## config.mk

```make
export PLATFORM = sky130hd
export DESIGN_NAME = fetch_pc_unit
export DESIGN_NICKNAME = d
export VERILOG_FILES = /design/src/rtl/fetch_pc_unit.sv
export SDC_FILE = /design/constraint.sdc
export NUM_CORES = 1
export LEC_CHECK = 0
export CAP_MARGIN = 5
export CELL_PAD_IN_SITES_DETAIL_PLACEMENT = 0
export CELL_PAD_IN_SITES_GLOBAL_PLACEMENT = 2
export CORE_MARGIN = 2
export CORE_UTILIZATION = 29
export DETAILED_ROUTE_END_ITERATION = 16
export PLACE_DENSITY_LB_ADDON = 0.1
export REMOVE_ABC_BUFFERS = 1
export SETUP_SLACK_MARGIN = 0.5
export SYNTH_ARGS = -nofsm -noshare
export SYNTH_HDL_FRONTEND = slang
export SYNTH_SLANG_ARGS = --single-unit
export TNS_END_PERCENT = 100
```

## constraint.sdc

```tcl
create_clock -name Clk -period 2.5 [get_ports Clk]
set_clock_uncertainty 0.2 [all_clocks]
set_input_delay 0.75 -clock Clk [delete_from_list [all_inputs] [get_ports Clk]]
set_output_delay 0.75 -clock Clk [all_outputs]
set_load 0.01 [all_outputs]
```

## src/rtl/fetch_pc_unit.sv

```systemverilog
// Instruction-fetch front end: PC register, single-outstanding fetch handshake, redirect/drop handling.
// Optional misaligned-redirect trap enabled by defining MISALIGN_TRAP_EN.
module fetch_pc_unit #(
  parameter int unsigned        BITSIZE      = 32,
  parameter logic [BITSIZE-1:0] RESET_VECTOR = '0,
  parameter int unsigned        INCR         = 4
) (
  input  logic               Clk,
  input  logic               Rst_n,
  input  logic               Stall,
  input  logic               RedirectValid,
  input  logic [BITSIZE-1:0] RedirectAddr,
  output logic               ReqValid,
  output logic [BITSIZE-1:0] ReqAddr,
  input  logic               ReqReady,
  input  logic               RspValid,
  input  logic [BITSIZE-1:0] RspData,
  output logic               InstrValid,
  output logic [BITSIZE-1:0] InstrData,
  output logic [BITSIZE-1:0] InstrPC
`ifdef MISALIGN_TRAP_EN
  ,
  output logic               MisalignFault,
  output logic [BITSIZE-1:0] FaultAddr
`endif
);

  localparam logic [1:0] IDLE  = 2'd0;
  localparam logic [1:0] FETCH = 2'd1;
  localparam logic [1:0] WAIT  = 2'd2;
  localparam logic [1:0] DROP  = 2'd3;

  logic [1:0]         state, state_nxt;
  logic [BITSIZE-1:0] pc, pc_nxt;
  logic [BITSIZE-1:0] req_pc, req_pc_nxt;
  logic               instr_valid_nxt;
  logic [BITSIZE-1:0] instr_data_nxt, instr_pc_nxt;
  logic               redirect_load;

`ifdef MISALIGN_TRAP_EN
  logic misaligned;
  // A misaligned target still kills the in-flight fetch but never reaches the PC.
  assign misaligned    = RedirectValid && (RedirectAddr[1:0] != 2'b00);
  assign redirect_load = RedirectValid && !misaligned;
`else
  assign redirect_load = RedirectValid;
`endif

  assign ReqAddr = pc;

  // Next-state and datapath update
  always_comb begin
    state_nxt       = state;
    pc_nxt          = pc;
    req_pc_nxt      = req_pc;
    instr_valid_nxt = 1'b0;
    instr_data_nxt  = InstrData;
    instr_pc_nxt    = InstrPC;
    ReqValid        = 1'b0;

    case (state)
      IDLE: state_nxt = FETCH;
      FETCH: begin
        ReqValid = !Stall && !RedirectValid;
        if (ReqValid && ReqReady) begin
          req_pc_nxt = pc;
          pc_nxt     = pc + BITSIZE'(INCR);
          state_nxt  = WAIT;
        end
      end
      WAIT: begin
        if (RedirectValid) begin
          state_nxt = RspValid ? FETCH : DROP;
        end else if (RspValid) begin
          instr_valid_nxt = 1'b1;
          instr_data_nxt  = RspData;
          instr_pc_nxt    = req_pc;
          state_nxt       = FETCH;
        end
      end
      DROP: begin
        // The stale response is swallowed whenever it shows up, redirect or not.
        if (RspValid) state_nxt = FETCH;
      end
      default: state_nxt = IDLE;
    endcase

    if (redirect_load) pc_nxt = RedirectAddr;
  end

  always_ff @(posedge Clk or negedge Rst_n) begin
    if (!Rst_n) begin
      state      <= IDLE;
      pc         <= RESET_VECTOR;
      req_pc     <= '0;
      InstrValid <= 1'b0;
      InstrData  <= '0;
      InstrPC    <= '0;
    end else begin
      state      <= state_nxt;
      pc         <= pc_nxt;
      req_pc     <= req_pc_nxt;
      InstrValid <= instr_valid_nxt;
      InstrData  <= instr_data_nxt;
      InstrPC    <= instr_pc_nxt;
    end
  end

`ifdef MISALIGN_TRAP_EN
  // Fault pulse with the offending target captured alongside it
  always_ff @(posedge Clk or negedge Rst_n) begin
    if (!Rst_n) begin
      MisalignFault <= 1'b0;
      FaultAddr     <= '0;
    end else begin
      MisalignFault <= misaligned;
      if (misaligned) FaultAddr <= RedirectAddr;
    end
  end
`endif

endmodule

```

Yosys cells after proc, flatten, opt, wreduce, memory -nomap -nowiden
Cells that the tools add are included.
{"block": "word_totals", "reg_bits": 131, "output_inout_bits": 98, "wordCells": 34}
{"block": "classes", "n_addsub": 1, "n_eq_ne": 4, "muxes": 12, "n_bitwise": 1, "reduce_logical": 10}
{"cell": "2-to-1 mux 32 bit", "count": 3}
{"cell": "adder 32 x 3 -> 32 bit, second input constant", "count": 1}
{"cell": "2-to-1 mux 2 bit", "count": 4}
{"cell": "case mux 2 bit (4 select lines)", "count": 1}
{"cell": "== test 2 bit, second input constant", "count": 2}
{"cell": "2-to-1 mux 1 bit", "count": 4}
{"cell": "AND reduction 2 bit", "count": 2}
{"cell": "nonzero test 2 bit", "count": 2}
{"cell": "AND reduction 3 bit", "count": 1}
{"cell": "== test 2 x 1 -> 1 bit, second input constant", "count": 1}
{"cell": "logical AND 1 bit", "count": 2}
{"cell": "logical NOT 1 bit", "count": 2}
{"cell": "logical NOT 2 bit", "count": 1}
{"cell": "!= test 2 bit, second input constant", "count": 1}
{"cell": "inverter 1 bit", "count": 1}

Longest topological paths before layout
Gate-level depths: netlist of the first run.
{"block": "depth", "depth_word": 6, "mapped_depth": 7, "depth_no_buf": 6}

Least setup slack after synthesis of the first run
Ideal clock, no wire load.
{"block": "synth_timing", "path_kind": "input -> register", "startpoint": "input RedirectValid", "endpoint": "register pc[24] (netlist: ReqAddr[24])", "arrival_time_ns": 2.061, "required_time_ns": 2.231, "path_slack_ns": 0.169, "stages": 6, "path_cell_list": "nor4b_4 and2_1 buf_4 nand4_4 or4_1 nand3_1"}
{"block": "synth_between", "elab_chain_cells": 5, "word_cells_on_any_way": 7, "cone_classes": "mux: 1; reduce/logical: 6"}
{"element": "start, declared", "line_no": "11", "rtl": "input logic RedirectValid,"}
{"element": "logical NOT 1 bit", "line_no": "64", "rtl": "ReqValid = !Stall && !RedirectValid;"}
{"element": "logical AND 1 bit", "line_no": "64"}
{"element": "logical AND 1 bit", "line_no": "65", "rtl": "if (ReqValid && ReqReady) begin"}
{"element": "nonzero test 2 bit (no source line)"}
{"element": "AND reduction 2 bit (no source line)"}
{"element": "end signal, assigned", "line_no": "101", "rtl": "pc <= pc_nxt;"}
{"element": "end, declared", "line_no": "34", "rtl": "logic [BITSIZE-1:0] pc, pc_nxt;"}
Parallel ways exist; a longest one is shown, timed or not.
A chain may end at the register's enable or synchronous reset.

Worst setup path in the final report of the first run
{"block": "layout_timing", "startpoint": "input Stall", "endpoint": "output ReqValid"}
{"block": "layout_between", "elab_chain_cells": 3}
{"element": "start, declared", "line_no": "10", "rtl": "input logic Stall,"}
{"element": "logical NOT 1 bit", "line_no": "64"}
{"element": "logical AND 1 bit", "line_no": "64"}
{"element": "2-to-1 mux 1 bit", "line_no": "61", "rtl": "case (state)"}
{"element": "end, declared", "line_no": "13", "rtl": "output logic ReqValid,"}
Every way passes these cells.

==> results of run 1 <==
==> state kept, by name, indices dropped and copies added (netlist names) <==
register    cells
state           2
InstrPC        32
ReqAddr        32
InstrValid      1
req_pc         32
InstrData      32
==> layout by cell type (no fill, tap or decap), types with 4 or more instances in the layout <==
cell	synthesis	layout
sky130_fd_sc_hd__buf_6	0	26
sky130_fd_sc_hd__mux2_2	66	66
sky130_fd_sc_hd__buf_12	0	16
sky130_fd_sc_hd__buf_2	11	48
sky130_fd_sc_hd__clkinv_4	0	4
sky130_fd_sc_hd__a31oi_1	6	6
sky130_fd_sc_hd__o211ai_1	11	11
sky130_fd_sc_hd__clkbuf_16	0	17
sky130_fd_sc_hd__nand3_1	18	13
sky130_fd_sc_hd__o21ai_1	0	10
sky130_fd_sc_hd__nand4_1	9	9
sky130_fd_sc_hd__nand3_4	0	4
sky130_fd_sc_hd__inv_1	7	5
sky130_fd_sc_hd__o311ai_1	1	12
sky130_fd_sc_hd__clkbuf_2	0	45
sky130_fd_sc_hd__nand2_1	127	125
sky130_fd_sc_hd__nor2_4	0	4
sky130_fd_sc_hd__o21ai_0	20	8
sky130_fd_sc_hd__and3_1	6	5
sky130_fd_sc_hd__nor2_1	12	10
sky130_fd_sc_hd__dfrtp_2	0	21
sky130_fd_sc_hd__dfrtp_1	131	110
sky130_fd_sc_hd__buf_4	2	74
sky130_fd_sc_hd__clkdlybuf4s50_1	0	64
==> how the worst max path moves through the flow <==
stage	cells after the start	endpoint	startpoint
2_1_floorplan	5	ReqAddr[31]$_DFFE_PN0P_	RedirectValid
3_3_place_gp	3	ReqValid	Stall
3_5_place_dp	8	ReqAddr[12]$_DFFE_PN0P_	Stall
4_1_cts	2	ReqValid	state[1]$_DFFE_PN0P_
5_1_grt	2	ReqValid	state[1]$_DFFE_PN0P_
6_report	3	ReqValid	Stall
==> final cells by class <==
| cell class | instances | area [µm²] |
|---|---|---|
| Fill cell | 1779 | 9836 |
| Inverter | 7 | 30.03 |
| Clock buffer | 20 | 446.7 |
| Tap cell | 234 | 292.8 |
| Clock inverter | 12 | 156.4 |
| Sequential cell | 131 | 3304 |
| Timing Repair Buffer | 278 | 2380 |
| Multi-Input combinational cell | 330 | 2322 |
==> kinds of logic (layout without fill, tap and decap cells) <==
group           count (synthesis)  in the layout  synth area share [%]
buf+inv                        34            317                 2.675
compound gates                 64             64                 8.092
mux                            66             66                 13.35
simple gates                  195            196                 16.30
fa+ha+maj                       1              1                0.2247
xor+xnor                        3              3                0.4721
flops                         131            131                 58.89
==> routing by layer <==
layer	up-vias	share of wire (%)	wire length [µm]
li1	2310	-	-
met1	2420	45	8049
met2	149	48	8691
met3	19	5.3	959
met4	0	2.0	357
met5	-	0	0
==> power by group through the flow <==
stage               clock network, mW  logic (mW)  registers, mW
finish                           2.56        1.09           2.57
global route                     2.73        1.20           2.61
CTS                              2.63        1.11           2.57
detailed placement                  0        1.03           2.64
global placement                    0        1.01           2.63
floorplan                           0       0.301           2.67
==> what timing repair did <==
| item | in CTS | in global routing |
|---|---|---|
| hold buffers | 0 | 0 |
| cloned | 4 | 0 |
| setup endpoints to repair | 199 | 132 |
| buffers inserted | 50 | 19 |
| pin swaps | 12 | 25 |
| resized for setup | 353 | 113 |
==> metrics.yaml, run 1 <==
status:
  outcome: "finished, final reports clean"
grt:
  grt_util_all_layers_pct: 18.23
  wire_length_of_the_first_global_routing_pass_um: 28020
  globalRouteMet3Util_pct: 4.643
  globalRoute.totalOverflow: 0
  number_of_global_route_vias_before_repair: 5046
  grt_util_met2_pct: 29.93
  use_met1_pct: 22.87
  grt_antenna_before_repair: 0
  maximum_number_of_pins_on_one_net_before_global_route_repair: 56
  grt_busiest_layer: "met2"
placement:
  cell_total_after_placement: 907
  placement.io_buffers: 167
  placed_inst_area_mm2: 0.007804
  gp_routability_congestion: 0.7581
  detailedPlacementHpwl_um: 11420
  place_ws_ps: -468.7
layout:
  layout_cell_share_with_drive_strength_beyond_1_pct: 46.40
  area.growth.synth_to_final_pct: 60.46
  fin_nets: 836
  layout.cells.non_filler: 1012
  final_core_utilization_pct: 47.59
  fin_area_mm2: 0.008932
  num_antenna_cells: 0
setup_path:
  crit_path_end_kind: "output port"
  worstPathCellList: "buf_6 -> nor4b_4 -> buf_2"
  crit_fanout: 2
  path_delay_family: "simple AND/OR/NAND/NOR gates"
  r2r_setup_slack_ps: 370
  cp-start-kind: "input pin"
  crit_path_kind: "input pin to output port"
  critPathSlowestCell: "sky130_fd_sc_hd__nor4b_4"
  regToRegStartpoint: "ReqAddr[21]$_DFFE_PN0P_"
  cp_num_buf_inv: 2
  worst_path_largest_cell_delay_ps: 270
  required_time_worst_endpoint_ps: 1550
  worst-r2r-cell-count: 6
  reg2reg_to: "ReqAddr[31]$_DFFE_PN0P_"
  arrival_time_reported_for_the_critical_path_endpoint_ps: 1290
clock_tree:
  clock_latency_ps: 420
  cts.htree.levels: 4
  cts_root_buf: "sky130_fd_sc_hd__clkbuf_16"
  cts.clk_slew.worst_paths_ps: 60
  cts_tree: "yes"
  cts_buffer_depth: 2
  cts_inserted_buffers: 17
  tritoncts_num_sinks: 131
sta:
  achievable-frequency_ghz: 0.4471
  finalMaxSlewViolations: 0
  max_slew.worst_pin.slew_ps: 400.7
  setup_viol_count_final: 0
  period_minus_slack_ps: 2237
  timing_hold_violations_final: 0
  rsz_0062_raised_after_global_routing: "yes"
  final.hold.worst_slack_ps: 31.27
  maxSlewHeadroom_pct: 73.08
  totalNegativeSetupSlack_ps: 0
  final_min_period_over_clock_period_pct: 89.46
  final_critical_path_setup_slack_ps: 263.5
power_and_ir_drop:
  switching_power_mw: 1.649
  fin_total_pwr_mw: 6.222
  p_leak_nw: 4.373
  internal-power_mw: 4.574
  ir_worst_vdd_mv: 0.4786
  power_switching_share_pct: 26.49
  clock_power_share_pct: 41.1
  power_per_cell_area_mw_per_mm2: 696.6
  combinationalPowerShare_pct: 17.6
  seq_power_share_pct: 41.3
yosys:
  synthCells: 494
  synth_top_flop_cell: "sky130_fd_sc_hd__dfrtp_1"
  synthTopCellsByCount: "sky130_fd_sc_hd__dfrtp_1, sky130_fd_sc_hd__nand2_1, sky130_fd_sc_hd__mux2_2"
  synth.cell_area_mm2: 0.005567
  yosysMostFrequentCell: "sky130_fd_sc_hd__dfrtp_1"
  synthArstFlopShare_pct: 100.0
  avgSynthCellArea_um2: 11.27
  synth_unique_cells: 41
  synth-seq-area-share_pct: 58.89
  synth_edf_count: 0
  synth_top_area_cell: "sky130_fd_sc_hd__dfrtp_1"
  synth.ff_latch_count: 131
  cell_types_with_the_largest_area_share_after_synthesis: "sky130_fd_sc_hd__dfrtp_1, sky130_fd_sc_hd__mux2_2, sky130_fd_sc_hd__nand2_1"
  yosysTopAreaCellShare_pct: 58.89
  ys.warnings.count: 0
floorplanning:
  fp-row-count: 50
  start_util_pct: 29.66
  chipHeight_um: 142.5
  dieWidth_um: 142.5
  die_area_mm2: 0.02032
  core_region_area_mm2: 0.01877
  ios: 168
flow_run:
  max_cap_viol_count: 0
drt:
  drt.antenna.violating_nets: 0
  drt_pre_antenna_iters: 6
  routed_via_density: 4.840
  drt_iter0_drc: 227
  wl_cell_um: 17.84
  detail_route.drc_violations: 0
  detailed_route_via_count: 4898
  routed_wl_um: 18060
worst_hold_path:
  worst_min_path_class: "input pin to asynchronous set/reset pin"
(Power assumes the default switching activity.)
==> run 2, diff against run 1 <==
ABC_CLOCK_PERIOD_IN_PS = 2500   (was default)
SLEW_MARGIN = 20   (was default)
==> results of run 2 <==
No change in the layout: final DEF, timing and power equal those of run 1.
==> run 3, diff against run 2 <==
CELL_PAD_IN_SITES_DETAIL_PLACEMENT = 1   (was 0)
CELL_PAD_IN_SITES_GLOBAL_PLACEMENT = 1   (was 2)
CORE_UTILIZATION = 32   (was 29)
==> metrics.yaml, run 3 (synthesized netlist as in run 1, its figures left out) <==
sta:
  final.hold.worst_slack_ps: 276.4
  period_minus_slack_ps: 2233
  timing_hold_violations_final: 0
  rsz_0062_raised_after_global_routing: "yes"
  maxSlewHeadroom_pct: 66.86
  max_slew.worst_pin.slew_ps: 497.1
  achievable-frequency_ghz: 0.4479
  finalMaxSlewViolations: 0
  final_critical_path_setup_slack_ps: 267.5
  final_min_period_over_clock_period_pct: 89.30
  setup_viol_count_final: 0
layout:
  fin_nets: 841
  fin_area_mm2: 0.009002
  layout.cells.non_filler: 1009
  layout_cell_share_with_drive_strength_beyond_1_pct: 47.51
  mostFrequentLayoutCells: "sky130_fd_sc_hd__nand2_1, sky130_fd_sc_hd__dfrtp_1, sky130_fd_sc_hd__buf_4"
  layout_commonest_cell: "sky130_fd_sc_hd__nand2_1"
  area.growth.synth_to_final_pct: 61.72
clock_tree:
  cts_root_buf: "sky130_fd_sc_hd__clkbuf_16"
  cts.clk_slew.worst_paths_ps: 60
  cts_buffer_depth: 2
  cts_tree: "yes"
  tritoncts_num_sinks: 131
  cts_inserted_buffers: 17
  clock_latency_ps: 420
  cts.htree.levels: 4
worst_hold_path:
  worst_min_path_class: "register to register"
power_and_ir_drop:
  ir_worst_vdd_mv: 0.4475
  fin_total_pwr_mw: 6.062
  p_leak_nw: 4.389
  power_per_cell_area_mw_per_mm2: 673.4
floorplanning:
  ios: 168
  fp-row-count: 48
  chipHeight_um: 135.9
  die_area_mm2: 0.01847
  start_util_pct: 32.41
  dieWidth_um: 135.9
  core_region_area_mm2: 0.01718
grt:
  wire_length_of_the_first_global_routing_pass_um: 27900
  grt_antenna_before_repair: 0
  grt_util_all_layers_pct: 19.84
  number_of_global_route_vias_before_repair: 5240
  maximum_number_of_pins_on_one_net_before_global_route_repair: 45
  globalRoute.totalOverflow: 0
status:
  outcome: "finished, final reports clean"
setup_path:
  crit_path_kind: "input pin to output port"
  setup.worst_path.end: "ReqValid"
  required_time_worst_endpoint_ps: 1550
  crit_fanout: 2
  worst_path_largest_cell_delay_ps: 260
  regToRegStartpoint: "ReqAddr[19]$_DFFE_PN0P_"
  r2r_setup_slack_ps: 380
  worstPathCellList: "buf_6 -> nor4b_4 -> buf_2"
  crit_path_end_kind: "output port"
  critical_path.startpoint: "RedirectValid"
  arrival_time_reported_for_the_critical_path_endpoint_ps: 1280
  critPathSlowestCell: "sky130_fd_sc_hd__nor4b_4"
  cp-start-kind: "input pin"
  reg2reg_to: "ReqAddr[31]$_DFFE_PN0P_"
  worst-r2r-cell-count: 5
flow_run:
  max_cap_viol_count: 0
drt:
  drt_pre_antenna_iters: 4
  drt_iter0_drc: 141
  routed_via_density: 4.954
  wl_cell_um: 19.02
  routed_wl_um: 19190
  drt.antenna.violating_nets: 0
  detail_route.drc_violations: 0
  detailed_route_via_count: 4999
placement:
  placement.io_buffers: 167
  placed_inst_area_mm2: 0.007722
  gp_routability_congestion: 0.7577
  cell_total_after_placement: 892
  detailedPlacementHpwl_um: 11350
  place_ws_ps: -539.1
[run 3: critical path, delay by kind of cell]
| kind | cells | cell delay [ps] |
|---|---|---|
| buf+inv | 2 | 270 |
| simple gates | 1 | 260 |
[run 3: metrics by stage]
| step | utilization [%] | TNS [ps] |
|---|---|---|
| global placement | 44.96 | -18050 |
| detailed placement | 44.96 | -20710 |
| finish | 52.41 | 0 |
| floorplan | - | -57850 |
| CTS | 51.12 | 0 |
| global route | 52.40 | 0 |
[run 3: layout make-up]
class	count	area (µm²)
fillers	1868	8174
flip-flops and latches	131	3302
repair buffers	283	2430
multi-input cells	330	2416
clock buffers	23	457.9
well taps	225	281.5
clock inverters	9	82.58
inverters	7	30.03
diodes	1	2.502
[run 3: layer usage]
| metal | up-vias | routed length, µm | global-route usage [%] |
|---|---|---|---|
| met5 | - | 0 | 0 |
| met4 | 0 | 393 | 7.407 |
| met3 | 24 | 1058 | 4.400 |
| met2 | 160 | 9300 | 32.72 |
| met1 | 2512 | 8435 | 25.61 |
| li1 | 2303 | - | - |
[run 3: worst min-delay path by stage]
stage                            from                      to  slack, ps  cells past startpoint
2_1_floorplan   req_pc[0]$_DFFE_PN0P_   req_pc[0]$_DFFE_PN0P_        240                      2
3_3_place_gp   req_pc[16]$_DFFE_PN0P_  req_pc[16]$_DFFE_PN0P_        260                      2
3_5_place_dp   req_pc[10]$_DFFE_PN0P_  req_pc[10]$_DFFE_PN0P_        260                      2
4_1_cts        req_pc[27]$_DFFE_PN0P_  req_pc[27]$_DFFE_PN0P_        280                      2
5_1_grt        req_pc[28]$_DFFE_PN0P_  req_pc[28]$_DFFE_PN0P_        290                      2
6_report       req_pc[27]$_DFFE_PN0P_  req_pc[27]$_DFFE_PN0P_        280                      2
[run 3: timing repair]
| item | 4_1_cts | 5_1_grt |
|---|---|---|
| resized for setup | 367 | 116 |
| gates cloned | 3 | 3 |
| pin swaps | 19 | 46 |
| setup endpoints to repair | 161 | 114 |
| buffers inserted | 54 | 23 |
| hold endpoints to repair | 14 | 0 |
| hold buffers | 1 | 0 |
[run 3: where the power goes]
part / total [mW] / switching [mW] / internal [mW]
registers: 2.59 / 0.185 / 2.41
clock network: 2.31 / 0.918 / 1.39
logic: 1.16 / 0.553 / 0.610
